**config.mk**
```make
export PLATFORM = sky130hd
export DESIGN_NAME = mmio_io_port_flat
export DESIGN_NICKNAME = d
export VERILOG_FILES = /design/src/rtl/mmio_io_port_pkg.sv /design/src/rtl/mmio_io_port_if.sv /design/src/rtl/mmio_io_port_fifo.sv /design/src/rtl/mmio_io_port.sv /design/src/flat_wrapper.sv
export SDC_FILE = /design/constraint.sdc
export NUM_CORES = 1
export LEC_CHECK = 0
export ABC_AREA = 1
export CAP_MARGIN = 5
export CORE_ASPECT_RATIO = 0.8
export CORE_MARGIN = 2
export CORE_UTILIZATION = 53
export DETAILED_ROUTE_END_ITERATION = 7
export GPL_ROUTABILITY_DRIVEN = 0
export PLACE_DENSITY = 0.8
export SLEW_MARGIN = 15
export SYNTH_ARGS = -nofsm -noshare
export SYNTH_HDL_FRONTEND = slang
export SYNTH_SLANG_ARGS = --single-unit
```
**constraint.sdc**
```tcl
create_clock -name clk -period 3.8 [get_ports clk]
set_input_delay 0.95 -clock clk [delete_from_list [all_inputs] [get_ports clk]]
set_output_delay 0.95 -clock clk [all_outputs]
set_load 0.03 [all_outputs]
```
**src/rtl/mmio_io_port_pkg.sv**
```systemverilog
// mmio_io_port shared definitions: register offsets and status bit positions.
// Imported by the top and the bench so both agree on the register map.
package mmio_io_port_pkg;

  localparam logic [1:0] MMIO_IN_DATA  = 2'd0;
  localparam logic [1:0] MMIO_IN_STAT  = 2'd1;
  localparam logic [1:0] MMIO_OUT_DATA = 2'd2;
  localparam logic [1:0] MMIO_OUT_STAT = 2'd3;

  localparam int ST_EMPTY   = 0;
  localparam int ST_FULL    = 1;
  localparam int ST_IN_OVF  = 2;
  localparam int ST_COUNT   = 8;
  localparam int ST_BUSY    = 0;
  localparam int ST_OUT_OVF = 1;

endpackage

```
**src/rtl/mmio_io_port_if.sv**
```systemverilog
// mmio_io_port bus bundle: CPU load/store side plus external in/out side.
// master = environment (CPU + board), slave = the port.
interface mmio_io_port_if #(
  parameter int DW = 32
);
  logic [1:0]    cpu_addr;
  logic          cpu_re;
  logic          cpu_we;
  logic [DW-1:0] cpu_wdata;
  logic [DW-1:0] cpu_rdata;
  logic          ext_in_strobe;
  logic [DW-1:0] ext_in_data;
  logic          ext_out_ready;
  logic          ext_out_valid;
  logic [DW-1:0] ext_out_data;

  modport master (
    output cpu_addr, cpu_re, cpu_we, cpu_wdata,
    output ext_in_strobe, ext_in_data, ext_out_ready,
    input  cpu_rdata, ext_out_valid, ext_out_data
  );

  modport slave (
    input  cpu_addr, cpu_re, cpu_we, cpu_wdata,
    input  ext_in_strobe, ext_in_data, ext_out_ready,
    output cpu_rdata, ext_out_valid, ext_out_data
  );
endinterface

```
**src/rtl/mmio_io_port_fifo.sv**
```systemverilog
// mmio_io_port input FIFO: synchronous, registered storage, power-of-two depth.
// A push while full is taken only when a pop frees a slot that same cycle.
module mmio_io_port_fifo #(
  parameter int DW    = 32,
  parameter int DEPTH = 4
) (
  input  logic                       clk,
  input  logic                       rst,
  input  logic                       push,
  input  logic                       pop,
  input  logic [DW-1:0]              wdata,
  output logic [DW-1:0]              rdata,
  output logic                       full,
  output logic                       empty,
  output logic [$clog2(DEPTH):0]     count
);
  localparam int AW = $clog2(DEPTH);

  logic [DW-1:0] mem [DEPTH];
  logic [AW-1:0] wr_ptr;
  logic [AW-1:0] rd_ptr;
  logic          do_push;
  logic          do_pop;

  assign empty   = (count == '0);
  assign full    = (count == (AW+1)'(DEPTH));
  assign do_pop  = pop && !empty;
  assign do_push = push && (!full || do_pop);
  assign rdata   = mem[rd_ptr];

  always_ff @(posedge clk) begin
    if (do_push) mem[wr_ptr] <= wdata;
  end

  always_ff @(posedge clk) begin
    if (rst) begin
      wr_ptr <= '0;
      rd_ptr <= '0;
      count  <= '0;
    end else begin
      if (do_push) wr_ptr <= wr_ptr + 1'b1;
      if (do_pop)  rd_ptr <= rd_ptr + 1'b1;
      unique case ({do_push, do_pop})
        2'b10:   count <= count + 1'b1;
        2'b01:   count <= count - 1'b1;
        default: count <= count;
      endcase
    end
  end
endmodule

```
**src/rtl/mmio_io_port.sv**
```systemverilog
// mmio_io_port: MMIO responder, input strobe -> FIFO, CPU stores -> output handshake.
// Optional MMIO_IRQ_EN adds a registered irq output.
module mmio_io_port
  import mmio_io_port_pkg::*;
#(
  parameter int DW       = 32,
  parameter int IN_DEPTH = 4
) (
  input  logic          clk,
  input  logic          rst,
`ifdef MMIO_IRQ_EN
  output logic          irq,
`endif
  mmio_io_port_if.slave bus
);
  localparam int CW = $clog2(IN_DEPTH) + 1;

  logic          strobe_q;
  logic          push;
  logic          pop;
  logic          full;
  logic          empty;
  logic [CW-1:0] count;
  logic [DW-1:0] fifo_rdata;
  logic          in_ovf;
  logic          out_ovf;
  logic          wr_in_stat;
  logic          wr_out;
  logic          wr_out_stat;
  logic          xfer;
  logic          out_take;
  logic [DW-1:0] in_stat;
  logic [DW-1:0] out_stat;
  logic [DW-1:0] rd_mux;

  assign push = bus.ext_in_strobe && !strobe_q;
  assign pop  = bus.cpu_re && (bus.cpu_addr == MMIO_IN_DATA) && !empty;

  assign wr_in_stat  = bus.cpu_we && (bus.cpu_addr == MMIO_IN_STAT);
  assign wr_out      = bus.cpu_we && (bus.cpu_addr == MMIO_OUT_DATA);
  assign wr_out_stat = bus.cpu_we && (bus.cpu_addr == MMIO_OUT_STAT);
  assign xfer        = bus.ext_out_valid && bus.ext_out_ready;
  // a completing transfer frees the register for a same-cycle store
  assign out_take    = wr_out && (!bus.ext_out_valid || xfer);

  mmio_io_port_fifo #(
    .DW    (DW),
    .DEPTH (IN_DEPTH)
  ) u_fifo (
    .clk   (clk),
    .rst   (rst),
    .push  (push),
    .pop   (pop),
    .wdata (bus.ext_in_data),
    .rdata (fifo_rdata),
    .full  (full),
    .empty (empty),
    .count (count)
  );

  always_comb begin
    in_stat                 = '0;
    in_stat[ST_EMPTY]       = empty;
    in_stat[ST_FULL]        = full;
    in_stat[ST_IN_OVF]      = in_ovf;
    in_stat[ST_COUNT +: CW] = count;
    out_stat                = '0;
    out_stat[ST_BUSY]       = bus.ext_out_valid;
    out_stat[ST_OUT_OVF]    = out_ovf;
  end

  always_comb begin
    rd_mux = '0;
    unique case (bus.cpu_addr)
      MMIO_IN_DATA:  rd_mux = empty ? '0 : fifo_rdata;
      MMIO_IN_STAT:  rd_mux = in_stat;
      MMIO_OUT_DATA: rd_mux = bus.ext_out_data;
      MMIO_OUT_STAT: rd_mux = out_stat;
      default:       rd_mux = '0;
    endcase
  end

  always_ff @(posedge clk) begin
    if (rst) begin
      strobe_q          <= 1'b0;
      in_ovf            <= 1'b0;
      out_ovf           <= 1'b0;
      bus.ext_out_valid <= 1'b0;
      bus.ext_out_data  <= '0;
      bus.cpu_rdata     <= '0;
    end else begin
      strobe_q <= bus.ext_in_strobe;
      if (wr_in_stat)                in_ovf <= 1'b0;
      else if (push && full && !pop) in_ovf <= 1'b1;
      if (wr_out_stat)               out_ovf <= 1'b0;
      else if (wr_out && !out_take)  out_ovf <= 1'b1;
      if (out_take) begin
        bus.ext_out_data  <= bus.cpu_wdata;
        bus.ext_out_valid <= 1'b1;
      end else if (xfer) begin
        bus.ext_out_valid <= 1'b0;
      end
      if (bus.cpu_re) bus.cpu_rdata <= rd_mux;
    end
  end

`ifdef MMIO_IRQ_EN
  logic out_done;

  always_ff @(posedge clk) begin
    if (rst) begin
      out_done <= 1'b0;
      irq      <= 1'b0;
    end else begin
      if (wr_out_stat) out_done <= 1'b0;
      else if (xfer)   out_done <= 1'b1;
      irq <= !empty || out_done;
    end
  end
`endif
endmodule

```
**src/flat_wrapper.sv**
```systemverilog
// flat-port wrapper written by rule: the top's interface ports become plain ports
module mmio_io_port_flat import mmio_io_port_pkg::*;
#(
  parameter int DW       = 32,
  parameter int IN_DEPTH = 4
)
  (clk, rst, bus_cpu_addr, bus_cpu_re, bus_cpu_we, bus_cpu_wdata, bus_ext_in_strobe, bus_ext_in_data, bus_ext_out_ready, bus_cpu_rdata, bus_ext_out_valid, bus_ext_out_data);
  mmio_io_port_if #(.DW(DW)) bus_i ();
  input  logic clk;
  input  logic rst;
  input wire logic [$bits(bus_i.cpu_addr)-1:0] bus_cpu_addr;
  input wire logic [$bits(bus_i.cpu_re)-1:0] bus_cpu_re;
  input wire logic [$bits(bus_i.cpu_we)-1:0] bus_cpu_we;
  input wire logic [$bits(bus_i.cpu_wdata)-1:0] bus_cpu_wdata;
  input wire logic [$bits(bus_i.ext_in_strobe)-1:0] bus_ext_in_strobe;
  input wire logic [$bits(bus_i.ext_in_data)-1:0] bus_ext_in_data;
  input wire logic [$bits(bus_i.ext_out_ready)-1:0] bus_ext_out_ready;
  output wire logic [$bits(bus_i.cpu_rdata)-1:0] bus_cpu_rdata;
  output wire logic [$bits(bus_i.ext_out_valid)-1:0] bus_ext_out_valid;
  output wire logic [$bits(bus_i.ext_out_data)-1:0] bus_ext_out_data;
  assign bus_i.cpu_addr = bus_cpu_addr;
  assign bus_i.cpu_re = bus_cpu_re;
  assign bus_i.cpu_we = bus_cpu_we;
  assign bus_i.cpu_wdata = bus_cpu_wdata;
  assign bus_i.ext_in_strobe = bus_ext_in_strobe;
  assign bus_i.ext_in_data = bus_ext_in_data;
  assign bus_i.ext_out_ready = bus_ext_out_ready;
  assign bus_cpu_rdata = bus_i.cpu_rdata;
  assign bus_ext_out_valid = bus_i.ext_out_valid;
  assign bus_ext_out_data = bus_i.ext_out_data;
  mmio_io_port #(.DW(DW), .IN_DEPTH(IN_DEPTH)) u_core (.clk(clk), .rst(rst), .bus(bus_i));
endmodule
```
* Word level (Yosys, flattened, before mapping)
Memory sizes are Yosys's and may differ from the RTL's. A register that Yosys moved wholly into a read port is not among the register bits. Cells that the tools add are included.
Operators by class: add/subtract/negate cells 4, $mul 0, div/mod/pow operators 0, order comparisons 0, equal/unequal tests 6, shift operators 0, mux-type cells 9, bitwise gates (word level) 0, reductions and logical operators 27
Operators by type and width (number):
- one-hot mux 32 bit (4 select lines) | 1
- two-way mux 32 bit | 1
- logical AND 1 bit | 13
- equality test 2 bit (second input constant) | 3
- logical NOT 1 bit | 6
- one-hot mux 3 bit (2 select lines) | 1
- adder 2 x 1 -> 2 bit (second input constant) | 2
- equality test 2 x 1 -> 1 bit (second input constant) | 2
- two-way mux 1 bit | 4
- two-way mux 2 bit | 2
- nonzero test 2 bit | 2
- OR reduction 2 bit | 2
- adder 3 x 1 -> 3 bit (second input constant) | 1
- equality test 3 bit (second input constant) | 1
- logical NOT 3 bit | 1
- subtractor 3 x 1 -> 3 bit (second input constant) | 1
- logical NOT 2 bit | 1
- logical OR 1 bit | 2
Storage, ports and cells: bits in registers 75, latch bits 0, bits in writable memories 128, memory bits (read-only) 0, input bits 72, output and inout bits 65, logic and storage cells 56, memories kept 1
Memories:
- u_core.u_fifo.mem | words 4, bits a word 32, rd ports 1, clocked after memory_dff 1, wr ports 1, RTL line mmio_io_port_fifo.sv:19 | logic [DW-1:0] mem [DEPTH];

* Logic depth before layout (Yosys ltp)
Gate-level depths: netlist of the first run.
word-level depth 8, mapped depth 10, depth with buffers taken out 10

* Hierarchy
Synthesis of the first run repeated with hierarchy kept, for this count alone.
Unflattened totals: cell total of the unflattened synthesis 906, area total of the unflattened synthesis 8602.0 um^2
Modules (own cells, without submodules):
- mmio_io_port_fifo | instances 1, cells an instance 373, area each 5208.7 um^2, seq. area each 4023.9 um^2
- mmio_io_port | instances 1, cells an instance 533, area each 3393.3 um^2, seq. area each 1361.3 um^2

* Least setup slack after synthesis of the first run
OpenSTA, ideal clock, no wires.
kind input port to flip-flop, start in bus_cpu_re, end mem u_core.u_fifo.mem[0][0] (enable), setup time 0.421 ns, arrival 2.773 ns, data required time 3.379 ns, slack 0.605 ns, stages 5, path buffers 1, cell sequence buf_4 inv_1 nor2_1 o21ai_2 nor2_1
On the way: longest elaborated chain between the ends 7
RTL lines:
- start: declaration | RTL line flat_wrapper.sv:12 | input wire logic [$bits(bus_i.cpu_re)-1:0] bus_cpu_re;
- logical AND 1 bit (2 in series) | RTL line mmio_io_port.sv:37 | assign pop = bus.cpu_re && (bus.cpu_addr == MMIO_IN_DATA) && !empty;
- logical AND 1 bit | RTL line mmio_io_port_fifo.sv:27 | assign do_pop = pop && !empty;
- logical OR 1 bit | RTL line mmio_io_port_fifo.sv:28 | assign do_push = push && (!full || do_pop);
- logical AND 1 bit | RTL line mmio_io_port_fifo.sv:28
- two-way mux 1 bit | RTL line mmio_io_port_fifo.sv:32 | if (do_push) mem[wr_ptr] <= wdata;
- two-way mux 1 bit (implied by the code) | RTL line mmio_io_port_fifo.sv:32
- end: declaration | RTL line mmio_io_port_fifo.sv:19
Every way passes these cells.

* Final worst setup path of the first run
start reg u_core.bus.ext_out_data[29], end out bus_ext_out_data[29]
RTL lines:
- start: declaration | RTL line mmio_io_port_if.sv:26 | output cpu_rdata, ext_out_valid, ext_out_data
- start signal: assignment | RTL line mmio_io_port.sv:98 | bus.ext_out_data <= bus.cpu_wdata;
- end: declaration | RTL line flat_wrapper.sv:20 | output wire logic [$bits(bus_i.ext_out_data)-1:0] bus_ext_out_data;
No word-level cell between the ends.

==> run summary, run 1 <==
The final route contains 6098 vias. The tightest slew margin relative to the limit is 27.31%. The count of buffering cells on the critical path with inverters included is 1.

In the final routed layout, each cell accounts on average for 17.00 µm. Of all cell types, the one taking the most synthesized area is sky130_fd_sc_hd__edfxtp_1. In this run the number of H-tree levels came out at 1. On the critical path the largest part of the delay comes from buffers and inverters.

In this run the cell area of the synthesized design comes to 8031 µm². After detailed routing, the total wire length is 18.91 mm. The total overflow left after global routing is 0. Summed over all cells, the static leakage comes to 3.599 nW.

The die is 141.6 µm wide. A synthesized cell averages 10.23 µm². The number of routed nets with antenna violations is 0. The number of endpoints failing setup at the final stage came out at 0.

The delay of the slowest critical-path stage is 710 ps. In this run the post-CTS setup repair buffer count came out at 0. The cell count of the worst reg-to-reg path is 6. The number of top-level pins came out at about 140. The largest vdd supply drop came out at between 0.3 and 0.4 mV. The maximum root-to-sink buffer count came out at 3. The library cell used most frequently in the layout, excluding fill and tap cells, is sky130_fd_sc_hd__nor2_1. Net switching is 23.38% of the power. Yosys attributes the largest share of cell area to sky130_fd_sc_hd__edfxtp_1, sky130_fd_sc_hd__dfxtp_1, sky130_fd_sc_hd__nor2_1. The internal power consumption is 3.852 mW. The quantity of gates resized following cts came out at 0. The top-area cell type share of the netlist area is 47.86%. The power per cell area came out at 495.2 nW/µm².

The HPWL reported at the end of detailed placement came out at 12.00 mm. The clock arrives with 11.17 ps of skew. The total negative slack for setup checks is 0 ps.

For this design the total switching power over the nets is between 1 and 1.5 mW. The TritonCTS clock tree is done. The number of diodes came out at 0.

The floorplan die height is 114.1 µm. Synthesis produced a netlist with a net count of 862. The number of endpoints with negative hold slack in the final report came to 0.

Combinational logic is responsible for 10.6% of the overall power. Traced cell by cell, the critical path runs through clkdlybuf4s50_1. The site row count came out at 40. The worst setup path is captured at an output port.

The via density per instance is approximately 5.5. Global routing used 23.66% of the available tracks. The footprint of the flip-flops and latches is 5386 µm². After clock tree synthesis, the clock-pin slew on the worst setup and hold paths is approximately 60 ps.

In the layout the commonest cells are sky130_fd_sc_hd__nor2_1, sky130_fd_sc_hd__clkdlybuf4s50_1, sky130_fd_sc_hd__edfxtp_1. For this design, the sink count on the clock tree is 205. The effective utilization at floorplan is 53.85%.

The initial antenna violation count came out at 0. Across all setup checks in the final design, the least slack found is 1235 ps. For the worst setup path, the data required time is 2850 ps. In the final design database the tool counted 987 nets.

The clock insertion delay at the later pin of the skew report is slightly below 500 ps. The slowest stage of the critical path belongs to the cell sky130_fd_sc_hd__clkdlybuf4s50_1. Subtracting the final worst setup slack from the clock period gives 2565 ps.

The share of the cycle needed by the critical path after routing came out at 67.50%. The critical register-to-register path endpoint is u_core.bus.cpu_rdata[10]$_SDFFE_PP0P_. The pre-CTS worst setup slack came out at between 700 and 800 ps. The final total power is 5.027 mW. At the pin with the least slew margin, the transition time is between 1000 and 1500 ps. The worst hold margin is 456.7 ps. The die covers 16160 µm². The run finished with clean final reports.

The final-layout fill cell count came out at ~1100. The layout-stage area growth over the synthesis result came out at 26.41%. Of the cells placed in the final design, the portion with a size suffix greater than 1 is 6.826%.

The type of the most critical hold path is register to register. The buffer cell driving the clock tree root is sky130_fd_sc_hd__clkbuf_16. The final max-slew violation count is 0. The cell count after synthesis is roughly 800. After floorplanning, the core was sized to cover about 15000 µm². The number of buffers added by the clock tree synthesis step is 21. The multi-input gate area in the final layout is 2295 µm². Max-cap violations in this run came to 0.

The part of the total power dissipated in sequential elements came out at 49.9%. The startpoint kind of the worst setup timing path is a register. The total of warnings raised by yosys is 0. The unique cell type count in the Yosys netlist came out at 28. The clock network accounts for between 30% and 40% of the total power.

The fraction of the yosys area taken by sequential cells is 67.05%. The first-iteration detailed-routing DRC count is between 500 and 600. The register-to-register setup slack is between 1500 and 2000 ps.

The largest fanout of any net on the critical path is 3. The number of hold buffers added after cts is 0. The worst hold path begins at u_core.in_ovf$_SDFFE_PP0P_. Entering global routing, the biggest net connects 65 pins. Setup repair after global routing left no endpoint under its margin. The count of input and output buffers is 136. The maximum operating frequency is 389.9 MHz.

For hold timing, the worst endpoint is u_core.in_ovf$_SDFFE_PP0P_. In the routed design, unresolved DRC markers number 0. For this run, the detailed router's first-pass iteration total came to 5. The cell depth of the worst min-delay path is 2. The wire length of the first global-routing pass came out at 30.06 mm. The post-synthesis sequential element count is 205. The worst setup path is of the register to output port kind. The number of global-route vias before repair is 5881. STA puts the critical path data arrival time at 1620 ps.
==> synthesized netlist by cell type, drive strengths merged <==
cell	instances
nor2	191
o21ai	142
edfxtp	128
nand2	94
dfxtp	77
inv	31
a31oi	27
buf	26
a21oi	24
clkbuf	20
nand3	8
o22ai	6
ha	4
clkinv	3
nor3	2
fa	1
nand4	1
==> stage by stage <==
step	instances	utilization, %	cell area [µm²]
6_report	1112	68.07	10150
2_1_floorplan	785	-	8031
3_5_place_dp	1076	63.65	9493
5_1_grt	1112	68.07	10150
3_3_place_gp	1076	63.65	9493
4_1_cts	1112	68.07	10150
==> routing by layer <==
| metal | wire [µm] | up-vias | track usage, % |
|---|---|---|---|
| met5 | 0 | - | 0 |
| met4 | 375 | 0 | 6.000 |
| met3 | 1517 | 30 | 4.893 |
| met2 | 8491 | 257 | 37.38 |
| met1 | 8523 | 2871 | 34.03 |
| li1 | - | 2940 | - |
==> flip-flops by register name, indices dropped and copies added, names as in the netlist, named ones only <==
signal	cells
u_core.u_fifo.rd_ptr	2
u_core.out_ovf	1
u_core.bus.ext_out_valid	1
u_core.strobe_q	1
u_core.u_fifo.mem	128
u_core.in_ovf	1
u_core.bus.ext_out_data	32
u_core.u_fifo.count	3
u_core.bus.cpu_rdata	32
u_core.u_fifo.wr_ptr	2
==> cell families after synthesis <==
kind of cell             share of synthesized area [%]
AO/OA/AOI/OAI                                    12.96
flip-flops                                       67.05
buffers and inverters                            4.751
adder cells (fa/ha/maj)                         0.8724
AND/OR/NAND/NOR                                  14.36
==> tightest hold or removal path, delay by kind of cell (launching register included) <==
family,cells,cell delay (ps)
buf+inv,1,50
compound gates,1,60
flops,1,290
==> layout make-up <==
class	count	share of cell area (%)
flip-flops and latches	205	53.06
well taps	189	2.329
clock buffers	27	5.509
multi-input cells	500	22.60
repair buffers	148	14.25
inverters	34	1.269
clock inverters	9	0.9860
==> power by group through the flow <==
stage	Combinational (mW)	Sequential (mW)	Clock, mW
2_1_floorplan	0.219	2.63	0
3_3_place_gp	0.519	2.55	0
3_5_place_dp	0.526	2.56	0
4_1_cts	0.533	2.51	2.01
5_1_grt	0.581	2.52	2.11
6_report	0.533	2.51	1.98
==> worst max-delay path by stage <==
stage / start / end / slack (ps) / cells after the start
6_report: u_core.bus.ext_out_data[29]$_SDFFE_PP0P_ / bus_ext_out_data[29] / 1230 / 1
5_1_grt: u_core.bus.ext_out_data[26]$_SDFFE_PP0P_ / bus_ext_out_data[26] / 1170 / 1
4_1_cts: u_core.bus.ext_out_data[26]$_SDFFE_PP0P_ / bus_ext_out_data[26] / 1230 / 1
3_5_place_dp: bus_ext_in_strobe / u_core.u_fifo.mem[1][21]$_DFFE_PP_ / 790 / 6
3_3_place_gp: bus_ext_in_strobe / u_core.u_fifo.mem[1][21]$_DFFE_PP_ / 870 / 6
2_1_floorplan: bus_cpu_re / u_core.u_fifo.mem[0][0]$_DFFE_PP_ / 610 / 5
(Power assumes the default switching activity.)
==> inputs of run 2 (changes only) <==
--- a/config.mk
+++ b/config.mk
@@ -9,10 +9,10 @@
 export CAP_MARGIN = 5
 export CORE_ASPECT_RATIO = 0.8
 export CORE_MARGIN = 2
-export CORE_UTILIZATION = 53
+export CORE_UTILIZATION = 48
 export DETAILED_ROUTE_END_ITERATION = 7
 export GPL_ROUTABILITY_DRIVEN = 0
-export PLACE_DENSITY = 0.8
+export PLACE_DENSITY = 0.76
 export SLEW_MARGIN = 15
 export SYNTH_ARGS = -nofsm -noshare
 export SYNTH_HDL_FRONTEND = slang
==> constraint.sdc (replaced) <==
create_clock -name clk -period 2.2 [get_ports clk]
set_input_delay 0.55 -clock clk [delete_from_list [all_inputs] [get_ports clk]]
set_output_delay 0.55 -clock clk [all_outputs]
set_load 0.03 [all_outputs]
==> run summary, run 2 (synthesized netlist as in run 1, its figures left out) <==
The power per cell area is 835.2 nW/µm² (was 495.2 nW/µm²). The floorplan die height is 119.7 µm (was 114.1 µm). The count of max-cap constraint violations was 0 (unchanged). The largest fanout of any net on the critical path is 3 (unchanged). The switching share of power came out at 22.95% (was 23.38%). Run status: complete, no violations (unchanged).

The number of top-level pins is 137 (unchanged). The largest vdd supply drop was 0.5509 mV (was 0.3831 mV). The H-tree depth reported by CTS is 1 (unchanged). Leading cell types in the layout, fill and taps excluded: sky130_fd_sc_hd__nor2_1, sky130_fd_sc_hd__clkdlybuf4s50_1, sky130_fd_sc_hd__edfxtp_1 (unchanged). The HPWL reported at the end of detailed placement was 12.60 mm (was 12.00 mm).

The length of the first detailed-routing pass in iterations is 5 (unchanged). The number of clock sinks came out at 205 (unchanged). The number of buffers added by the clock tree synthesis step is 21 (unchanged). The area of the placeable core is 16450 µm² (was 14910 µm²). The first-iteration detailed-routing DRC count came out at 427 (was 599). The routed length per placed instance came to 16.38 µm (was 17.00 µm). The delay of the slowest critical-path stage was 700 ps (was 710 ps). The internal power consumption came out at 6.782 mW (was 3.852 mW).

The initial antenna violation count came to 0 (unchanged). The tightest slew margin relative to the limit is 35.21% (was 27.31%). The overall die area is 17790 µm² (was 16160 µm²).

The final max-slew violation count is 0 (unchanged). The power dissipated by switching net loads came to 2.020 mW (was 1.176 mW). The most frequent standard cell in the layout excluding fill and tap cells was sky130_fd_sc_hd__nor2_1 (unchanged). The clock insertion delay at the later pin of the skew report was 490 ps (about the same). Biggest regs: u_core.u_fifo.mem: 128 flops, u_core.bus.cpu_rdata: 32 flops, u_core.bus.ext_out_data: 32 flops (unchanged). The part of the total power dissipated in sequential elements was 49.3% (was 49.9%). The total length of routed wires came out at 19.12 mm (was 18.91 mm). The number of instances in the placed design is 1129 (was 1076).

The sum of met2 wire segment lengths after detailed routing came to 9.001 mm (was 8.491 mm). The top layer reached by signal wires is met4 (unchanged). The type of the most critical hold path is register to register (unchanged). The worst endpoint data arrival time was 1600 ps (was 1620 ps).

The final cell count without fillers is 1167 (was 1112). The met1 routed wirelength after detailed routing came to 8.221 mm (was 8.523 mm). The vias after detailed routing came out at 6077 (was 6098). The layout-stage area growth over the synthesis result is 31.22% (was 26.41%).

The ratio of cells with drive above 1 in the final layout is 9.187% (was 6.826%). The number of nets in the layout was 1009 (was 987). The data required time at the worst endpoint came out at 1650 ps (was 2850 ps). The fraction of power consumed by combinational cells came to 11.2% (was 10.6%). The final period demand of the worst path came out at 2148 ps. The number of hold buffers added after cts is 0 (unchanged). The via density per instance came out at 5.207 (was 5.484). The endpoint kind of the worst setup timing path was an output port (unchanged).

The post-route clock skew is 4.662 ps (was 11.17 ps). The number of endpoints with negative hold slack in the final report came out at 0 (unchanged). The count of buffering cells on the critical path with inverters included was 1 (unchanged). The largest net degree at the start of global routing is 65 (unchanged). The startpoint kind of the worst setup timing path is a register (unchanged). The register-to-register setup slack came out at 360 ps (was 1650 ps). The register with the most flip-flops is u_core.u_fifo.mem (unchanged). The horizontal die dimension was 148.6 µm (was 141.6 µm). The footprint of the flip-flops and latches is 5386 µm² (unchanged). The leakage power summed over all cells came out at 3.787 nW (was 3.599 nW). The number of endpoints failing setup at the final stage is 0 (unchanged).

The effective utilization at floorplan was 48.83% (was 53.85%). The post-CTS setup repair buffer count came to 0 (unchanged). The maximum root-to-sink buffer count is 3 (unchanged). The number of routed nets with antenna violations came to 0 (unchanged). The final critical path takes up a little over nine tenths of the cycle. The family of cells with the greatest summed delay on the critical path is buffers and inverters (unchanged). The quantity of gates resized following cts came out at 0 (unchanged). The TritonCTS clock tree is done (unchanged). The number of global-route vias before repair came out at 6031 (was 5881).

The clock transition at the register clock pins on the worst setup and hold paths after CTS is 60 ps (about the same). The post-route standard cell area excluding fillers came out at 10540 µm² (was 10150 µm²). The global router's overall resource usage was 22.01% (was 23.66%). The number of diodes is 0 (unchanged).

The instance area after placement was 9847 µm² (was 9493 µm²). The maximum operating frequency is 465.5 MHz. The part of the total power dissipated in the clock network is 39.5% (about the same). The actual slew at the worst max-slew pin is 971.9 ps (was 1089 ps). The flip-flop count of the largest register, all copies and words added came out at 128 (unchanged). RSZ-0062 raised after global routing: no (unchanged).

The number of remaining DRC errors came out at 0 (unchanged). The multi-input gate area in the final layout is 2295 µm² (unchanged). The routed length on met3 came out at 1.543 mm (was 1.517 mm). The count of input and output buffers is 136 (unchanged). Series of cell instances along the critical path: clkdlybuf4s50_1 (unchanged). The critical path class is register to output port (unchanged). The site row count is 42 (was 40).

The total global routing overflow came out at 0 (unchanged). The final-layout fill cell count came out at 1255 (was 1085). The buffer cell driving the clock tree root was sky130_fd_sc_hd__clkbuf_16 (unchanged). The slowest stage cell on the critical path was sky130_fd_sc_hd__clkdlybuf4s50_1 (unchanged).

The wire length of the first global-routing pass came out at 31.05 mm (was 30.06 mm).
[run 2: cell count changes in the layout (fill, tap and decap cells not counted), moves of 2 or more]
cell | previous run | this run
sky130_fd_sc_hd__clkbuf_8 | 1 | 4
sky130_fd_sc_hd__buf_12 | 0 | 12
sky130_fd_sc_hd__clkinv_2 | 5 | 3
sky130_fd_sc_hd__buf_4 | 12 | 22
[run 2: final timing paths]
kind	start	to	cells after the start
max	u_core.bus.ext_out_data[24]$_SDFFE_PP0P_	bus_ext_out_data[24]	1
min	u_core.in_ovf$_SDFFE_PP0P_	u_core.in_ovf$_SDFFE_PP0P_	2
max reg2reg	register	u_core.bus.cpu_rdata[31]$_SDFFE_PP0P_	5
min reg2reg	u_core.in_ovf$_SDFFE_PP0P_	u_core.in_ovf$_SDFFE_PP0P_	2
[run 2: metal layers]
metal  up-vias  track usage [%]
met4         0            5.655
met5         -                0
met1      2866            29.92
met2       206            36.55
met3        27            4.411
li1       2978                -
[run 2: power groups by stage]
| stage | Sequential (mW) | Clock, mW | Combinational (mW) |
|---|---|---|---|
| final | 4.34 | 3.48 | 0.983 |
| after global routing | 4.35 | 3.70 | 1.08 |
| after CTS | 4.34 | 3.53 | 0.989 |
| after detailed placement | 4.42 | 0 | 0.979 |
| after global placement | 4.41 | 0 | 0.967 |
| after floorplan | 4.53 | 0 | 0.381 |
[run 2: final cells by class]
type,count,share of cell area (%)
flip-flops and latches,205,51.11
repair buffers,170,16.74
multi-input cells,500,21.77
clock inverters,5,0.4986
inverters,34,1.223
well taps,220,2.612
clock buffers,33,6.043
[run 2: per-stage QoR]
stage                     worst slack [ps]  power (mW)  hold WS (ps)  utilization, %  TNS (ps)
after floorplan                     -86.80       4.915         428.9               -    -11110
after global placement              -95.34       5.380         451.2           59.87     -3002
after detailed placement            -137.0       5.396         462.9           59.87     -4411
after CTS                            2.678       8.856         469.3           64.06         0
after global routing                 13.85       9.131         487.1           64.07         0
final                                51.67       8.802         469.1           64.07         0
==> inputs of run 3 (changes only) <==
--- a/config.mk
+++ b/config.mk
@@ -9,10 +9,10 @@
 export CAP_MARGIN = 5
 export CORE_ASPECT_RATIO = 0.8
 export CORE_MARGIN = 2
-export CORE_UTILIZATION = 48
+export CORE_UTILIZATION = 30
+export CTS_CLUSTER_DIAMETER = 150
 export DETAILED_ROUTE_END_ITERATION = 7
 export GPL_ROUTABILITY_DRIVEN = 0
-export PLACE_DENSITY = 0.76
 export SLEW_MARGIN = 15
 export SYNTH_ARGS = -nofsm -noshare
 export SYNTH_HDL_FRONTEND = slang
==> run summary, run 3 (synthesized netlist as in run 1, its figures left out) <==
The initial antenna violation count is 2 (was 0). The flip-flop count of the largest register, all copies and words added is 128 (unchanged). The final period demand of the worst path came out at 2138 ps (was 2148 ps). The area of the placeable core came out at 26330 µm² (was 16450 µm²). The slowest stage cell on the critical path is sky130_fd_sc_hd__clkdlybuf4s50_1 (unchanged). The worst endpoint data arrival time is 1590 ps (was 1600 ps). The number of top-level pins came to 137 (unchanged).

The wire length of the first global-routing pass came out at 31.71 mm (was 31.05 mm). The overall die area came out at 28100 µm² (was 17790 µm²). Leading cell types in the layout, fill and taps excluded: sky130_fd_sc_hd__nor2_1, sky130_fd_sc_hd__clkdlybuf4s50_1, sky130_fd_sc_hd__edfxtp_1 (unchanged). The effective utilization at floorplan is 30.51% (was 48.83%). The ratio of cells with drive above 1 in the final layout was 9.368% (was 9.187%). The H-tree depth reported by CTS came to 1 (unchanged). The number of routed nets with antenna violations was 0 (unchanged). The count of buffering cells on the critical path with inverters included is 1 (unchanged).

The type of the most critical hold path is register to register (unchanged). The largest vdd supply drop came to 0.4458 mV (was 0.5509 mV). Run status: complete, no violations (unchanged). The clock insertion delay at the later pin of the skew report came out at 510 ps (was 490 ps).

The actual slew at the worst max-slew pin came to 711.6 ps (was 971.9 ps). The number of clock sinks is 205 (unchanged). The maximum root-to-sink buffer count is 3 (unchanged).

The critical register-to-register path endpoint is u_core.u_fifo.mem[0][29]$_DFFE_PP_ (was u_core.bus.cpu_rdata[31]$_SDFFE_PP0P_). The global router's overall resource usage came out at 14.39% (was 22.01%). The largest net degree at the start of global routing was 74 (was 65).

The startpoint kind of the worst setup timing path is a register (unchanged). The power per cell area came out at 854.7 nW/µm² (was 835.2 nW/µm²). The layout-stage area growth over the synthesis result came to 34.30% (was 31.22%). The number of global-route vias before repair was 5581 (was 6031). The number of instances in the placed design is 1263 (was 1129). The clock transition at the register clock pins on the worst setup and hold paths after CTS came to 60 ps (about the same). The delay of the slowest critical-path stage is 700 ps (about the same). The most frequent standard cell in the layout excluding fill and tap cells is sky130_fd_sc_hd__nor2_1 (unchanged).

The final setup slack of the worst path was 62.26 ps (was 51.67 ps). The hold path startpoint is u_core.in_ovf$_SDFFE_PP0P_ (unchanged). The vias after detailed routing was 5939 (was 6077). The final standard cell utilization of the core is 40.97% (was 64.07%).

RSZ-0062 raised after global routing: no (unchanged). The number of nets in the layout came to 1009 (unchanged). The routed length per placed instance is 15.84 µm (was 16.38 µm). The largest fanout of any net on the critical path was 3 (unchanged). The site row count is 53 (was 42).

The number of endpoints with negative hold slack in the final report was 0 (unchanged). The count of max-cap constraint violations came out at 0 (unchanged). The final max-slew violation count is 0 (unchanged).

The buffer cell driving the clock tree root is sky130_fd_sc_hd__clkbuf_16 (unchanged). Series of cell instances along the critical path: clkdlybuf4s50_1 (unchanged). The number of diodes is 0 (unchanged).

The cell depth of the worst min-delay path is 2 (unchanged). The register-to-register setup slack came to 450 ps (was 360 ps). The worst hold margin is 462.2 ps (was 469.1 ps). The count of input and output buffers came out at 136 (unchanged).

The leakage power summed over all cells is 3.816 nW (was 3.787 nW). The hold path endpoint is u_core.in_ovf$_SDFFE_PP0P_ (unchanged). The worst register-to-register path begins at u_core.u_fifo.count[1]$_SDFFE_PP0P_. The TritonCTS clock tree was done (unchanged). The critical path class is register to output port (unchanged). The multi-input gate area in the final layout came out at 2295 µm² (unchanged). The post-CTS setup repair buffer count is 0 (unchanged). The number of remaining DRC errors is 0 (unchanged). The via density per instance came out at 4.544 (was 5.207). The length of the first detailed-routing pass in iterations came to 4 (was 5). The number of endpoints failing setup at the final stage is 0 (unchanged). The maximum operating frequency is 467.8 MHz (was 465.5 MHz).

The pre-CTS worst setup slack is -201.7 ps (was -137.0 ps). The register with the most flip-flops is u_core.u_fifo.mem (unchanged). The data required time at the worst endpoint was 1650 ps (about the same). The final-layout fill cell count is 2546 (was 1255).

The share of the cycle needed by the critical path after routing came out at 97.17% (was 97.65%). The final total power came out at 9.220 mW (was 8.802 mW). The number of buffers added by the clock tree synthesis step was 24 (was 21). The cell count of the worst reg-to-reg path was 5 (unchanged).

The total length of routed wires came to 20.71 mm (was 19.12 mm). The floorplan die height came to 150.3 µm (was 119.7 µm). The tightest slew margin relative to the limit came out at 52.56% (was 35.21%). Biggest regs: u_core.u_fifo.mem: 128 flops, u_core.bus.cpu_rdata: 32 flops, u_core.bus.ext_out_data: 32 flops (unchanged). The first-iteration detailed-routing DRC count is 316 (was 427).

The post-route clock skew is 15.00 ps (was 4.662 ps). The family of cells with the greatest summed delay on the critical path is buffers and inverters (unchanged). The total global routing overflow came out at 0 (unchanged). The horizontal die dimension is 186.9 µm (was 148.6 µm).

The endpoint kind of the worst setup timing path is an output port (unchanged). The HPWL reported at the end of detailed placement came to 13.69 mm (was 12.60 mm). The final cell count without fillers came out at 1307 (was 1167). The footprint of the flip-flops and latches is 5386 µm² (unchanged).
## run 3: cell type report
cell class	instances	area share, %
sequential	205	49.94
multi-input combinational	500	21.27
timing repair buffer	167	16.10
clock buffer	26	5.835
tap	357	4.141
clock inverter	18	1.520
inverter	34	1.195
## run 3: through the flow
step | area [µm²] | setup TNS, ps
final | 10790 | 0
after global routing | 10790 | 0
after CTS | 10790 | 0
after detailed placement | 9996 | -23960
after global placement | 9996 | -25890
after floorplan | 8041 | -11110
## run 3: timing repair
| action | 4_1_cts | 5_1_grt |
|---|---|---|
| setup endpoints to repair | 2 | 0 |
| hold buffers | 0 | 0 |
| resized for setup | 2 | 0 |
## run 3: per-layer routing
layer	routed length [µm]	global-route usage (%)	up-vias
li1	-	-	2992
met2	8897	21.58	118
met4	286	3.333	4
met1	10350	20.54	2801
met3	1152	4.149	24
met5	23	0	-
## run 3: report_power, final
group,switching (mW),leakage (nW),internal (mW)
Sequential,0.0709,1.80,4.26
Clock,1.49,0.389,2.41
Combinational,0.577,1.63,0.409
Total,2.14,3.82,7.08
## run 3: tightest hold or removal path: cells and delay by family (launching register included)
family	cells	cell delay (ps)
flip-flops	1	290
buffers and inverters	1	60
AO/OA/AOI/OAI	1	60
## run 3: worst max path at each step
stage                                              from                                   to  slack [ps]  depth (start not counted)
5_1_grt           u_core.bus.cpu_rdata[25]$_SDFFE_PP0P_                    bus_cpu_rdata[25]           5                          1
6_report       u_core.bus.ext_out_data[17]$_SDFFE_PP0P_                 bus_ext_out_data[17]          60                          1
2_1_floorplan                                bus_cpu_re    u_core.u_fifo.mem[0][0]$_DFFE_PP_         -90                          5
4_1_cts           u_core.bus.cpu_rdata[25]$_SDFFE_PP0P_                    bus_cpu_rdata[25]          10                          1
3_3_place_gp                            bus_cpu_addr[1]    u_core.u_fifo.mem[0][9]$_DFFE_PP_        -220                          7
3_5_place_dp                            bus_cpu_addr[1]  u_core.u_fifo.count[2]$_SDFFE_PP0P_        -200                         10
